### config.mk
export PLATFORM = sky130hd
export DESIGN_NAME = sys_ctrl
export DESIGN_NICKNAME = d
export VERILOG_FILES = /design/src/rtl/sys_ctrl_pkg.sv /design/src/rtl/sys_ctrl.sv
export SDC_FILE = /design/constraint.sdc
export NUM_CORES = 1
export LEC_CHECK = 0
export CORE_MARGIN = 3
export CORE_UTILIZATION = 48
export CTS_CLUSTER_DIAMETER = 150
export DETAILED_ROUTE_END_ITERATION = 10
export PLACE_DENSITY_LB_ADDON = 0.25
export SYNTH_ARGS = -nofsm -noshare
export SYNTH_HDL_FRONTEND = slang
export SYNTH_SLANG_ARGS = --single-unit
### constraint.sdc
create_clock -name CLK -period 1.91 [get_ports CLK]
set_clock_uncertainty 0.2 [all_clocks]
set_input_delay 0.191 -clock CLK [delete_from_list [all_inputs] [get_ports CLK]]
set_output_delay 0.191 -clock CLK [all_outputs]
set_load 0.05 [all_outputs]
### src/rtl/sys_ctrl_pkg.sv
// Shared definitions for the system controller.
// Contents: the command codes, the operand register addresses and the FSM state type.
package sys_ctrl_pkg;

  // Default widths for the controller parameters
  localparam int unsigned SYS_ADDR_WIDTH    = 4;
  localparam int unsigned SYS_DATA_WIDTH    = 8;
  localparam int unsigned SYS_ALU_FUN_WIDTH = 4;

  // Command codes carried in the first frame of each command
  localparam logic [7:0] CMD_WR      = 8'hAA;
  localparam logic [7:0] CMD_RD      = 8'hBB;
  localparam logic [7:0] CMD_ALU_OP  = 8'hCC;
  localparam logic [7:0] CMD_ALU_NOP = 8'hDD;

  // Register-file locations of the ALU operands
  localparam int unsigned OP_A_ADDR = 0;
  localparam int unsigned OP_B_ADDR = 1;

  typedef enum logic [3:0] {
    ST_IDLE,
    ST_WR_ADDR,
    ST_WR_DATA,
    ST_RD_ADDR,
    ST_RD_WAIT,
    ST_OP_A,
    ST_OP_B,
    ST_ALU_FUN,
    ST_ALU_WAIT,
    ST_TX_LO,
    ST_TX_HI
  } state_e;

endpackage

### src/rtl/sys_ctrl.sv
// System controller. It decodes UART command frames into register-file reads and
// writes and ALU operations. It sends read data and ALU results back through the TX FIFO.
// Ports:
//   CLK, RST             - clock and synchronous active-high reset
//   RX_P_DATA/RX_D_VLD   - received frame and its one-cycle strobe
//   RdData/RdData_Valid  - register-file read return
//   ALU_OUT/ALU_OUT_VLD  - ALU result and its strobe
//   FIFO_FULL            - TX FIFO back-pressure
//   WrEn/RdEn/Address/WrData - register-file access (registered)
//   ALU_EN/ALU_FUN/CLK_GATE_EN - ALU control (registered)
//   TX_P_DATA/TX_D_VLD   - byte pushed to the TX FIFO (registered)
module sys_ctrl
  import sys_ctrl_pkg::*;
#(
  parameter int unsigned ADDR_WIDTH    = SYS_ADDR_WIDTH,
  parameter int unsigned DATA_WIDTH    = SYS_DATA_WIDTH,
  parameter int unsigned ALU_FUN_WIDTH = SYS_ALU_FUN_WIDTH
) (
  input  logic                       CLK,
  input  logic                       RST,
  input  logic [DATA_WIDTH-1:0]      RX_P_DATA,
  input  logic                       RX_D_VLD,
  input  logic [DATA_WIDTH-1:0]      RdData,
  input  logic                       RdData_Valid,
  input  logic [2*DATA_WIDTH-1:0]    ALU_OUT,
  input  logic                       ALU_OUT_VLD,
  input  logic                       FIFO_FULL,
  output logic                       WrEn,
  output logic                       RdEn,
  output logic [ADDR_WIDTH-1:0]      Address,
  output logic [DATA_WIDTH-1:0]      WrData,
  output logic                       ALU_EN,
  output logic [ALU_FUN_WIDTH-1:0]   ALU_FUN,
  output logic                       CLK_GATE_EN,
  output logic [DATA_WIDTH-1:0]      TX_P_DATA,
  output logic                       TX_D_VLD
);

  state_e                    state_q, state_d;
  logic [2*DATA_WIDTH-1:0]   result_q, result_d;
  logic                      is_alu_q, is_alu_d;

  logic                      wr_en_d, rd_en_d, alu_en_d, gate_d, tx_vld_d;
  logic [ADDR_WIDTH-1:0]     addr_d;
  logic [DATA_WIDTH-1:0]     wr_data_d, tx_data_d;
  logic [ALU_FUN_WIDTH-1:0]  alu_fun_d;

  // State, captured data and every output are registered here
  always_ff @(posedge CLK) begin
    if (RST) begin
      state_q     <= ST_IDLE;
      result_q    <= '0;
      is_alu_q    <= 1'b0;
      WrEn        <= 1'b0;
      RdEn        <= 1'b0;
      Address     <= '0;
      WrData      <= '0;
      ALU_EN      <= 1'b0;
      ALU_FUN     <= '0;
      CLK_GATE_EN <= 1'b0;
      TX_P_DATA   <= '0;
      TX_D_VLD    <= 1'b0;
    end else begin
      state_q     <= state_d;
      result_q    <= result_d;
      is_alu_q    <= is_alu_d;
      WrEn        <= wr_en_d;
      RdEn        <= rd_en_d;
      Address     <= addr_d;
      WrData      <= wr_data_d;
      ALU_EN      <= alu_en_d;
      ALU_FUN     <= alu_fun_d;
      CLK_GATE_EN <= gate_d;
      TX_P_DATA   <= tx_data_d;
      TX_D_VLD    <= tx_vld_d;
    end
  end

  // Next state and next output values; strobes default low, buses hold
  always_comb begin
    state_d   = state_q;
    result_d  = result_q;
    is_alu_d  = is_alu_q;
    wr_en_d   = 1'b0;
    rd_en_d   = 1'b0;
    alu_en_d  = 1'b0;
    gate_d    = 1'b0;
    tx_vld_d  = 1'b0;
    addr_d    = Address;
    wr_data_d = WrData;
    alu_fun_d = ALU_FUN;
    tx_data_d = TX_P_DATA;

    case (state_q)
      ST_IDLE: begin
        if (RX_D_VLD) begin
          if (RX_P_DATA == DATA_WIDTH'(CMD_WR))           state_d = ST_WR_ADDR;
          else if (RX_P_DATA == DATA_WIDTH'(CMD_RD))      state_d = ST_RD_ADDR;
          else if (RX_P_DATA == DATA_WIDTH'(CMD_ALU_OP))  state_d = ST_OP_A;
          else if (RX_P_DATA == DATA_WIDTH'(CMD_ALU_NOP)) state_d = ST_ALU_FUN;
        end
      end
      ST_WR_ADDR: begin
        if (RX_D_VLD) begin
          addr_d  = RX_P_DATA[ADDR_WIDTH-1:0];
          state_d = ST_WR_DATA;
        end
      end
      ST_WR_DATA: begin
        if (RX_D_VLD) begin
          wr_data_d = RX_P_DATA;
          wr_en_d   = 1'b1;
          state_d   = ST_IDLE;
        end
      end
      ST_RD_ADDR: begin
        if (RX_D_VLD) begin
          addr_d  = RX_P_DATA[ADDR_WIDTH-1:0];
          rd_en_d = 1'b1;
          state_d = ST_RD_WAIT;
        end
      end
      ST_RD_WAIT: begin
        if (RdData_Valid) begin
          result_d = {{DATA_WIDTH{1'b0}}, RdData};
          is_alu_d = 1'b0;
          state_d  = ST_TX_LO;
        end
      end
      ST_OP_A: begin
        if (RX_D_VLD) begin
          addr_d    = ADDR_WIDTH'(OP_A_ADDR);
          wr_data_d = RX_P_DATA;
          wr_en_d   = 1'b1;
          state_d   = ST_OP_B;
        end
      end
      ST_OP_B: begin
        if (RX_D_VLD) begin
          addr_d    = ADDR_WIDTH'(OP_B_ADDR);
          wr_data_d = RX_P_DATA;
          wr_en_d   = 1'b1;
          state_d   = ST_ALU_FUN;
        end
      end
      ST_ALU_FUN: begin
        if (RX_D_VLD) begin
          alu_fun_d = RX_P_DATA[ALU_FUN_WIDTH-1:0];
          alu_en_d  = 1'b1;
          gate_d    = 1'b1;
          state_d   = ST_ALU_WAIT;
        end
      end
      ST_ALU_WAIT: begin
        // Gate stays open through the edge that samples the result strobe,
        // so the ALU clock runs one cycle past ALU_OUT_VLD.
        gate_d = 1'b1;
        if (ALU_OUT_VLD) begin
          result_d = ALU_OUT;
          is_alu_d = 1'b1;
          state_d  = ST_TX_LO;
        end
      end
      ST_TX_LO: begin
        if (!FIFO_FULL) begin
          tx_data_d = result_q[DATA_WIDTH-1:0];
          tx_vld_d  = 1'b1;
          state_d   = is_alu_q ? ST_TX_HI : ST_IDLE;
        end
      end
      ST_TX_HI: begin
        if (!FIFO_FULL) begin
          tx_data_d = result_q[2*DATA_WIDTH-1:DATA_WIDTH];
          tx_vld_d  = 1'b1;
          state_d   = ST_IDLE;
        end
      end
      default: state_d = ST_IDLE;
    endcase
  end

endmodule

==> impl_metrics.csv, run 1 <==
group,metric,value,unit
cts,cts_max_path_buffers,2,
floorplanning,rows,25,
power_and_ir_drop,p_leak,1.176,nW
global_routing,first_global_vias,2069,
placed_design,placement.cell_area,3271,um^2
final_layout,syn2layout_area_growth,39.18,%
timing,unrepaired_setup_endpoints_after_global_routing,"no",
timing,setup_viol_count_final,0,
placed_design,post-dp-hpwl,4414,um
timing,layout_worst_path_cycle_share,0.9694,
critical_path,worstSetupStartpointType,"flop",
critical_path,path_delay_family,"buffers and inverters",
final_layout,post-route-util,0.7013,
placed_design,port-buffer-count,66,
final_layout,final_nets,369,
power_and_ir_drop,power.share.sequential,0.368,
synthesis,syn_area_per_cell,9.788,um^2
synthesis,yosys_most_used_dff,"sky130_fd_sc_hd__dfxtp_1",
power_and_ir_drop,irDropWorstVdd,0.5097,mV
synthesis,synth_top_area_share,0.4124,
route,routed_wire_length_per_instance,14.94,um
synthesis,ys.warnings.count,0,
critical_path,critPathSlowestCell,"sky130_fd_sc_hd__clkdlybuf4s50_1",
timing,finalMaxSlewViolations,0,
min_path,worst_hold_path_type,"input port to flop",
final_layout,layout-drive-gt1-share,0.2018,
floorplanning,die-area,5946,um^2
floorplanning,floorplan.core_area,4817,um^2
synthesis,synth-async-reset-ratio,0,
route,post_detailed_routing_wire_length,5961,um
critical_path,cp_cell_sequence,"clkdlybuf4s50_1",
route,first_pass_iters,4,
critical_path,required,1520,ps
critical_path,worstPathMaxFanout,2,
floorplanning,die-width,77.11,um
floorplanning,die_boundary_height,77.11,um
cts,path_clk_slew,80,ps
power_and_ir_drop,power.combinational.fraction,0.458,
route,routed-via-count,2140,
flow_run,maxCapViolations,0,
cts,cts_num_sinks,50,
critical_path,timing.setup.critical_path_class,"flop to output port",
cts,root_buffer,"sky130_fd_sc_hd__clkbuf_8",
synthesis,synth.cell_area,2427,um^2
placed_design,place_congestion,0.8880,
power_and_ir_drop,sw_frac_of_total,0.3753,
synthesis,synth-edff-count,0,
timing,worst_pin_slew,519.5,ps
cts,cts_tree,"done",
route,drt_drc_violations_left,0,
synthesis,synth_sequential_area_ratio,0.4124,
synthesis,synth.net_count,286,
synthesis,synthesis.instances,248,
route,vias_per_cell,5.363,
critical_path,path_buf_inv,1,
timing,timing.final.ws_setup,58.39,ps
route,drt_iter0_drc,147,
synthesis,synth_seq_cells,50,
power_and_ir_drop,total_power,3.586,mW
cts,ctsHoldBuffers,0,
final_layout,final-instance-count-excl-fill,399,
status,status,"finished clean",
floorplanning,initial_utilization,0.5039,
final_layout,filler_cell_count,382,
timing,hold_violations,0,
power_and_ir_drop,clock_power_share,0.174,
timing,setup-tns-final,0,ps
power_and_ir_drop,internal_power,2.240,mW
power_and_ir_drop,power.switching,1.346,mW
floorplanning,io-pin-count,67,
route,final_antenna_net_count,0,
cts,insertion_delay,290,ps
timing,slew_headroom,0.6526,
global_routing,grt_pass1_wl,9956,um
timing,timing.final.crit_period,1852,ps
global_routing,groute.usage.overall,0.2060,
global_routing,globalRoute.totalOverflow,0,
synthesis,yosysTopAreaCell,"sky130_fd_sc_hd__dfxtp_1",
global_routing,antenna_violations_before_repair,0,
cts,cts_made_buffers,5,
placed_design,preCtsSetupSlack,-87.49,ps
cts,cts_h_tree_depth,2,
synthesis,synth_top_cells_by_area,"sky130_fd_sc_hd__dfxtp_1 41%, sky130_fd_sc_hd__mux2i_1 9.9%, sky130_fd_sc_hd__nor2_1 6.0%",
synthesis,synth_cell_types,54,
final_layout,final_area,3378,um^2
final_layout,num_antenna_cells,0,
critical_path,crit_arrival,1460,ps
critical_path,cp_slowest_stage_delay,820,ps
placed_design,placed_cells,390,
power_and_ir_drop,power_density,1062,nW/um^2
global_routing,grt_start_max_net_pins,21,
timing,finalHoldWorstSlack,99.89,ps
timing,maxClockFrequency,540.1,MHz
critical_path,timing.critical_path.to_type,"output port",
==> layer usage <==
layer	vias up	track usage	routed length, um
met1	1013	0.2762	2807
met4	0	0.08007	81
met3	9	0.04460	252
met5	-	0	0
met2	53	0.3232	2819
li1	1065	-	-
==> cell families after synthesis <==
logic type | share of synthesized area
AND/OR/NAND/NOR | 0.2217
AO/OA/AOI/OAI | 0.2021
flip-flops | 0.4124
multiplexers | 0.09897
buffers and inverters | 0.05412
XOR/XNOR | 0.01083
==> cell usage in the layout, fill, tap and decap left out, types with 2 or more instances in the layout <==
cell type,count
sky130_fd_sc_hd__a211oi_1,11
sky130_fd_sc_hd__a211oi_2,9
sky130_fd_sc_hd__a21oi_1,11
sky130_fd_sc_hd__a22oi_1,8
sky130_fd_sc_hd__a31oi_1,2
sky130_fd_sc_hd__and2_1,2
sky130_fd_sc_hd__buf_12,3
sky130_fd_sc_hd__buf_4,29
sky130_fd_sc_hd__clkbuf_8,6
sky130_fd_sc_hd__clkdlybuf4s50_1,60
sky130_fd_sc_hd__dfxtp_1,48
sky130_fd_sc_hd__dfxtp_2,2
sky130_fd_sc_hd__inv_1,4
sky130_fd_sc_hd__mux2i_1,24
sky130_fd_sc_hd__nand2_1,7
sky130_fd_sc_hd__nand2b_1,7
sky130_fd_sc_hd__nand3_1,8
sky130_fd_sc_hd__nand4_1,2
sky130_fd_sc_hd__nand4bb_1,2
sky130_fd_sc_hd__nor2_1,39
sky130_fd_sc_hd__nor3b_2,2
sky130_fd_sc_hd__o211ai_1,2
sky130_fd_sc_hd__o21ai_0,2
sky130_fd_sc_hd__o21ai_1,2
sky130_fd_sc_hd__o22ai_1,2
sky130_fd_sc_hd__o41ai_2,2
sky130_fd_sc_hd__or3b_1,2
sky130_fd_sc_hd__xor2_1,3
==> power groups by stage <==
stage / combinational [mW] / sequential, mW / clock (mW)
after floorplan: 1.06 / 1.43 / 0
after global placement: 1.59 / 1.33 / 0
after detailed placement: 1.62 / 1.34 / 0
after CTS: 1.63 / 1.31 / 0.639
after global routing: 1.77 / 1.34 / 0.680
final: 1.64 / 1.32 / 0.625
==> worst reg2reg max path: stages, from the launching register on <==
cell and delay, ps:
sky130_fd_sc_hd__dfxtp_2 440, sky130_fd_sc_hd__buf_4 190, sky130_fd_sc_hd__nor3_1 60, sky130_fd_sc_hd__o22ai_1 310, sky130_fd_sc_hd__nand3_1 200, sky130_fd_sc_hd__o41ai_2 320
==> sequential cells by signal (all words and copies together) (netlist names) <==
signal       flops
TX_D_VLD         1
result_q        16
WrEn             1
CLK_GATE_EN      1
Address          4
state_q          4
WrData           8
ALU_FUN          4
RdEn             1
ALU_EN           1
TX_P_DATA        8
is_alu_q         1
==> final cells by class <==
type / instances / area [um^2] / share of cell area
Multi-Input combinational cell: 177 / 1301 / 0.3852
Tap cell: 67 / 83.83 / 0.02481
Sequential cell: 50 / 1003 / 0.2970
Clock inverter: 1 / 5.005 / 0.001481
Inverter: 4 / 15.01 / 0.004444
Timing Repair Buffer: 93 / 883.3 / 0.2615
Clock buffer: 7 / 86.33 / 0.02556
==> worst paths after layout <==
path                           startpoint                 endpoint  slack (ps)  cells past startpoint
setup / recovery   WrData[4]$_SDFFE_PP0P_                WrData[4]          60                      1
hold / removal                        RST   WrData[0]$_SDFFE_PP0P_         100                      2
setup reg to reg  state_q[2]$_SDFFE_PP0P_  state_q[2]$_SDFFE_PP0P_         100                      5
hold reg to reg   ALU_FUN[0]$_SDFFE_PP0P_  ALU_FUN[0]$_SDFFE_PP0P_         260                      2
==> cell usage after synthesis (2+ instances only) <==
cell type                   count
sky130_fd_sc_hd__a22oi_1        8
sky130_fd_sc_hd__nand3_1        8
sky130_fd_sc_hd__nor4bb_1       2
sky130_fd_sc_hd__nand2_1        7
sky130_fd_sc_hd__nand2b_1       7
sky130_fd_sc_hd__nor2_1        39
sky130_fd_sc_hd__a211oi_1      11
sky130_fd_sc_hd__a21oi_1       11
sky130_fd_sc_hd__o211ai_1       2
sky130_fd_sc_hd__nand4bb_1      2
sky130_fd_sc_hd__and2_1         2
sky130_fd_sc_hd__o22ai_1        2
sky130_fd_sc_hd__a211oi_2       9
sky130_fd_sc_hd__dfxtp_1       50
sky130_fd_sc_hd__inv_1          4
sky130_fd_sc_hd__nor3b_2        2
sky130_fd_sc_hd__xor2_1         3
sky130_fd_sc_hd__buf_6          5
sky130_fd_sc_hd__a31oi_1        2
sky130_fd_sc_hd__nand4_1        2
sky130_fd_sc_hd__o21ai_1        2
sky130_fd_sc_hd__clkbuf_1       6
sky130_fd_sc_hd__o41ai_2        2
sky130_fd_sc_hd__o21ai_0        2
sky130_fd_sc_hd__buf_4          3
sky130_fd_sc_hd__buf_2          3
sky130_fd_sc_hd__mux2i_1       24
sky130_fd_sc_hd__or3b_1         2
==> what timing repair did <==
action,in CTS,in global routing
setup buffers,0,1
gates resized for setup,0,3
endpoints found under the setup margin,0,12
No activity file was read; power rests on OpenSTA's default activity.
==> run 2: changes to the inputs <==
Settings changed: ABC_CLOCK_PERIOD_IN_PS set to 1910, PLACE_DENSITY set to 0.78, PLACE_DENSITY_LB_ADDON 0.25 to unset.
==> impl_metrics.csv, run 2 (same netlist as run 1, synthesis figures left out) <==
group,metric,value,unit
cts,root_buffer,"sky130_fd_sc_hd__clkbuf_8",
route,drt_iter0_drc,221,
status,status,"finished clean",
critical_path,path_buf_inv,1,
global_routing,groute.usage.overall,0.2007,
final_layout,syn2layout_area_growth,40.10,%
critical_path,worstSetupStartpointType,"flop",
final_layout,largest_register,"result_q",
floorplanning,die-area,5946,um^2
power_and_ir_drop,power_density,1120,nW/um^2
floorplanning,initial_utilization,0.5039,
timing,setup_viol_count_final,0,
critical_path,worstPathMaxFanout,2,
final_layout,final_nets,364,
cts,cts_made_buffers,5,
global_routing,first_global_vias,2026,
final_layout,largest_register_ff_count,16,
timing,finalMaxSlewViolations,0,
route,final_antenna_net_count,0,
placed_design,placement.cell_area,3236,um^2
route,post_detailed_routing_wire_length,5964,um
cts,cts_h_tree_depth,2,
cts,cts_num_sinks,50,
timing,worst_pin_slew,523.6,ps
critical_path,path_delay_family,"buffers and inverters",
final_layout,filler_cell_count,397,
critical_path,timing.setup.critical_path_class,"flop to output port",
route,drt_drc_violations_left,0,
critical_path,crit_arrival,1490,ps
cts,path_clk_slew,90,ps
timing,layout_worst_path_cycle_share,0.9844,
final_layout,num_antenna_cells,0,
power_and_ir_drop,irDropWorstVdd,0.5497,mV
cts,ctsHoldBuffers,0,
floorplanning,io-pin-count,67,
timing,hold_violations,0,
cts,cts_max_path_buffers,2,
global_routing,grt_start_max_net_pins,26,
timing,unrepaired_setup_endpoints_after_global_routing,"no",
final_layout,final_area,3401,um^2
cts,cts_tree,"done",
route,vias_per_cell,5.302,
placed_design,port-buffer-count,66,
critical_path,timing.critical_path.to_type,"output port",
timing,setup-tns-final,0,ps
placed_design,place_congestion,0.9131,
final_layout,layout-drive-gt1-share,0.1865,
placed_design,post-dp-hpwl,4414,um
global_routing,grtUsageMet3,0.04225,
final_layout,largest_registers,"result_q x16, TX_P_DATA x8, WrData x8",
global_routing,grt_pass1_wl,9715,um
timing,timing.final.crit_period,1880,ps
global_routing,global_route.usage.met2,0.3284,
floorplanning,die_boundary_height,77.11,um
cts,insertion_delay,300,ps
final_layout,mostFrequentLayoutCells,"61 x sky130_fd_sc_hd__clkdlybuf4s50_1, 49 x sky130_fd_sc_hd__dfxtp_1, 39 x sky130_fd_sc_hd__nor2_1",
flow_run,maxCapViolations,0,
global_routing,grt_util_met1,0.2688,
route,first_pass_iters,4,
power_and_ir_drop,p_leak,1.170,nW
global_routing,gr-max-usage-layer,"met2",
floorplanning,floorplan.core_area,4817,um^2
critical_path,required,1520,ps
min_path,worst_hold_path_type,"input port to flop",
floorplanning,rows,25,
final_layout,layout.cells.most_common,"sky130_fd_sc_hd__clkdlybuf4s50_1",
timing,maxClockFrequency,531.9,MHz
timing,slew_headroom,0.6498,
global_routing,antenna_violations_before_repair,0,
critical_path,cp_slowest_stage_delay,820,ps
global_routing,globalRoute.totalOverflow,0,
critical_path,critPathSlowestCell,"sky130_fd_sc_hd__clkdlybuf4s50_1",
route,routed_wire_length_per_instance,15.14,um
floorplanning,die-width,77.11,um
critical_path,cp_cell_sequence,"clkdlybuf4s50_1",
route,routed-via-count,2089,
==> run 2: cell count changes in the layout (fill, tap and decap cells not counted), sizes merged <==
cell           before  now
clkinv              1    0
buf                33   27
clkbuf              7    6
bufinv              0    2
clkdlybuf4s50      60   61
==> run 2: worst paths after layout <==
check | from | endpoint | cells after the start | slack [ps]
setup / recovery | WrData[0]$_SDFFE_PP0P_ | WrData[0] | 1 | 30
hold / removal | RST | ALU_EN$_SDFF_PP0_ | 2 | 110
setup reg to reg | state_q[0]$_SDFFE_PP0P_ | result_q[6]$_SDFFE_PP0P_ | 6 | 110
hold reg to reg | ALU_FUN[0]$_SDFFE_PP0P_ | ALU_FUN[0]$_SDFFE_PP0P_ | 2 | 270
==> run 2: layout make-up <==
class | instances | area, um^2 | share of cell area
flip-flops and latches | 50 | 1002 | 0.2947
clock inverters | 2 | 60.06 | 0.01766
multi-input cells | 177 | 1309 | 0.3848
clock buffers | 6 | 82.58 | 0.02428
inverters | 4 | 15.01 | 0.004415
repair buffers | 88 | 848.3 | 0.2494
well taps | 67 | 83.83 | 0.02465
==> run 2: worst reg2reg max path, delay by kind of cell, from the launching register on <==
kind	cells	cell delay, ps
compound gates	1	190
buf+inv	2	340
flops	1	320
simple gates	3	670
==> run 2: where the power goes <==
group / internal, mW / total, mW / switching [mW]
Clock: 0.558 / 0.906 / 0.347
Sequential: 1.20 / 1.30 / 0.0934
Combinational: 0.709 / 1.61 / 0.900
Total: 2.47 / 3.81 / 1.34
==> run 2: metrics by stage <==
step	setup slack [ps]	std cells	hold slack, ps	utilization	power, mW
finish	29.84	394	107.4	0.7060	3.810
global route	0.4504	394	118.2	0.7060	4.010
CTS	32.70	393	104.8	0.7016	3.792
detailed placement	-105.3	385	254.9	0.6717	2.888
global placement	-77.09	385	242.5	0.6717	2.867
floorplan	170.8	248	138.2	-	2.488
==> run 2: per-layer routing <==
metal | vias to the layer above | part of all wire
met1 | 967 | 0.45
met3 | 7 | 0.052
li1 | 1053 | -
met4 | 0 | 0.010
met5 | - | 0
met2 | 62 | 0.49
==> run 2: timing repair <==
item / 4_1_cts / 5_1_grt
pin swaps: 0 / 1
resized for setup: 1 / 2
endpoints found under the setup margin: 1 / 6
hold endpoints to repair: 0 / 0
setup buffers: 0 / 1
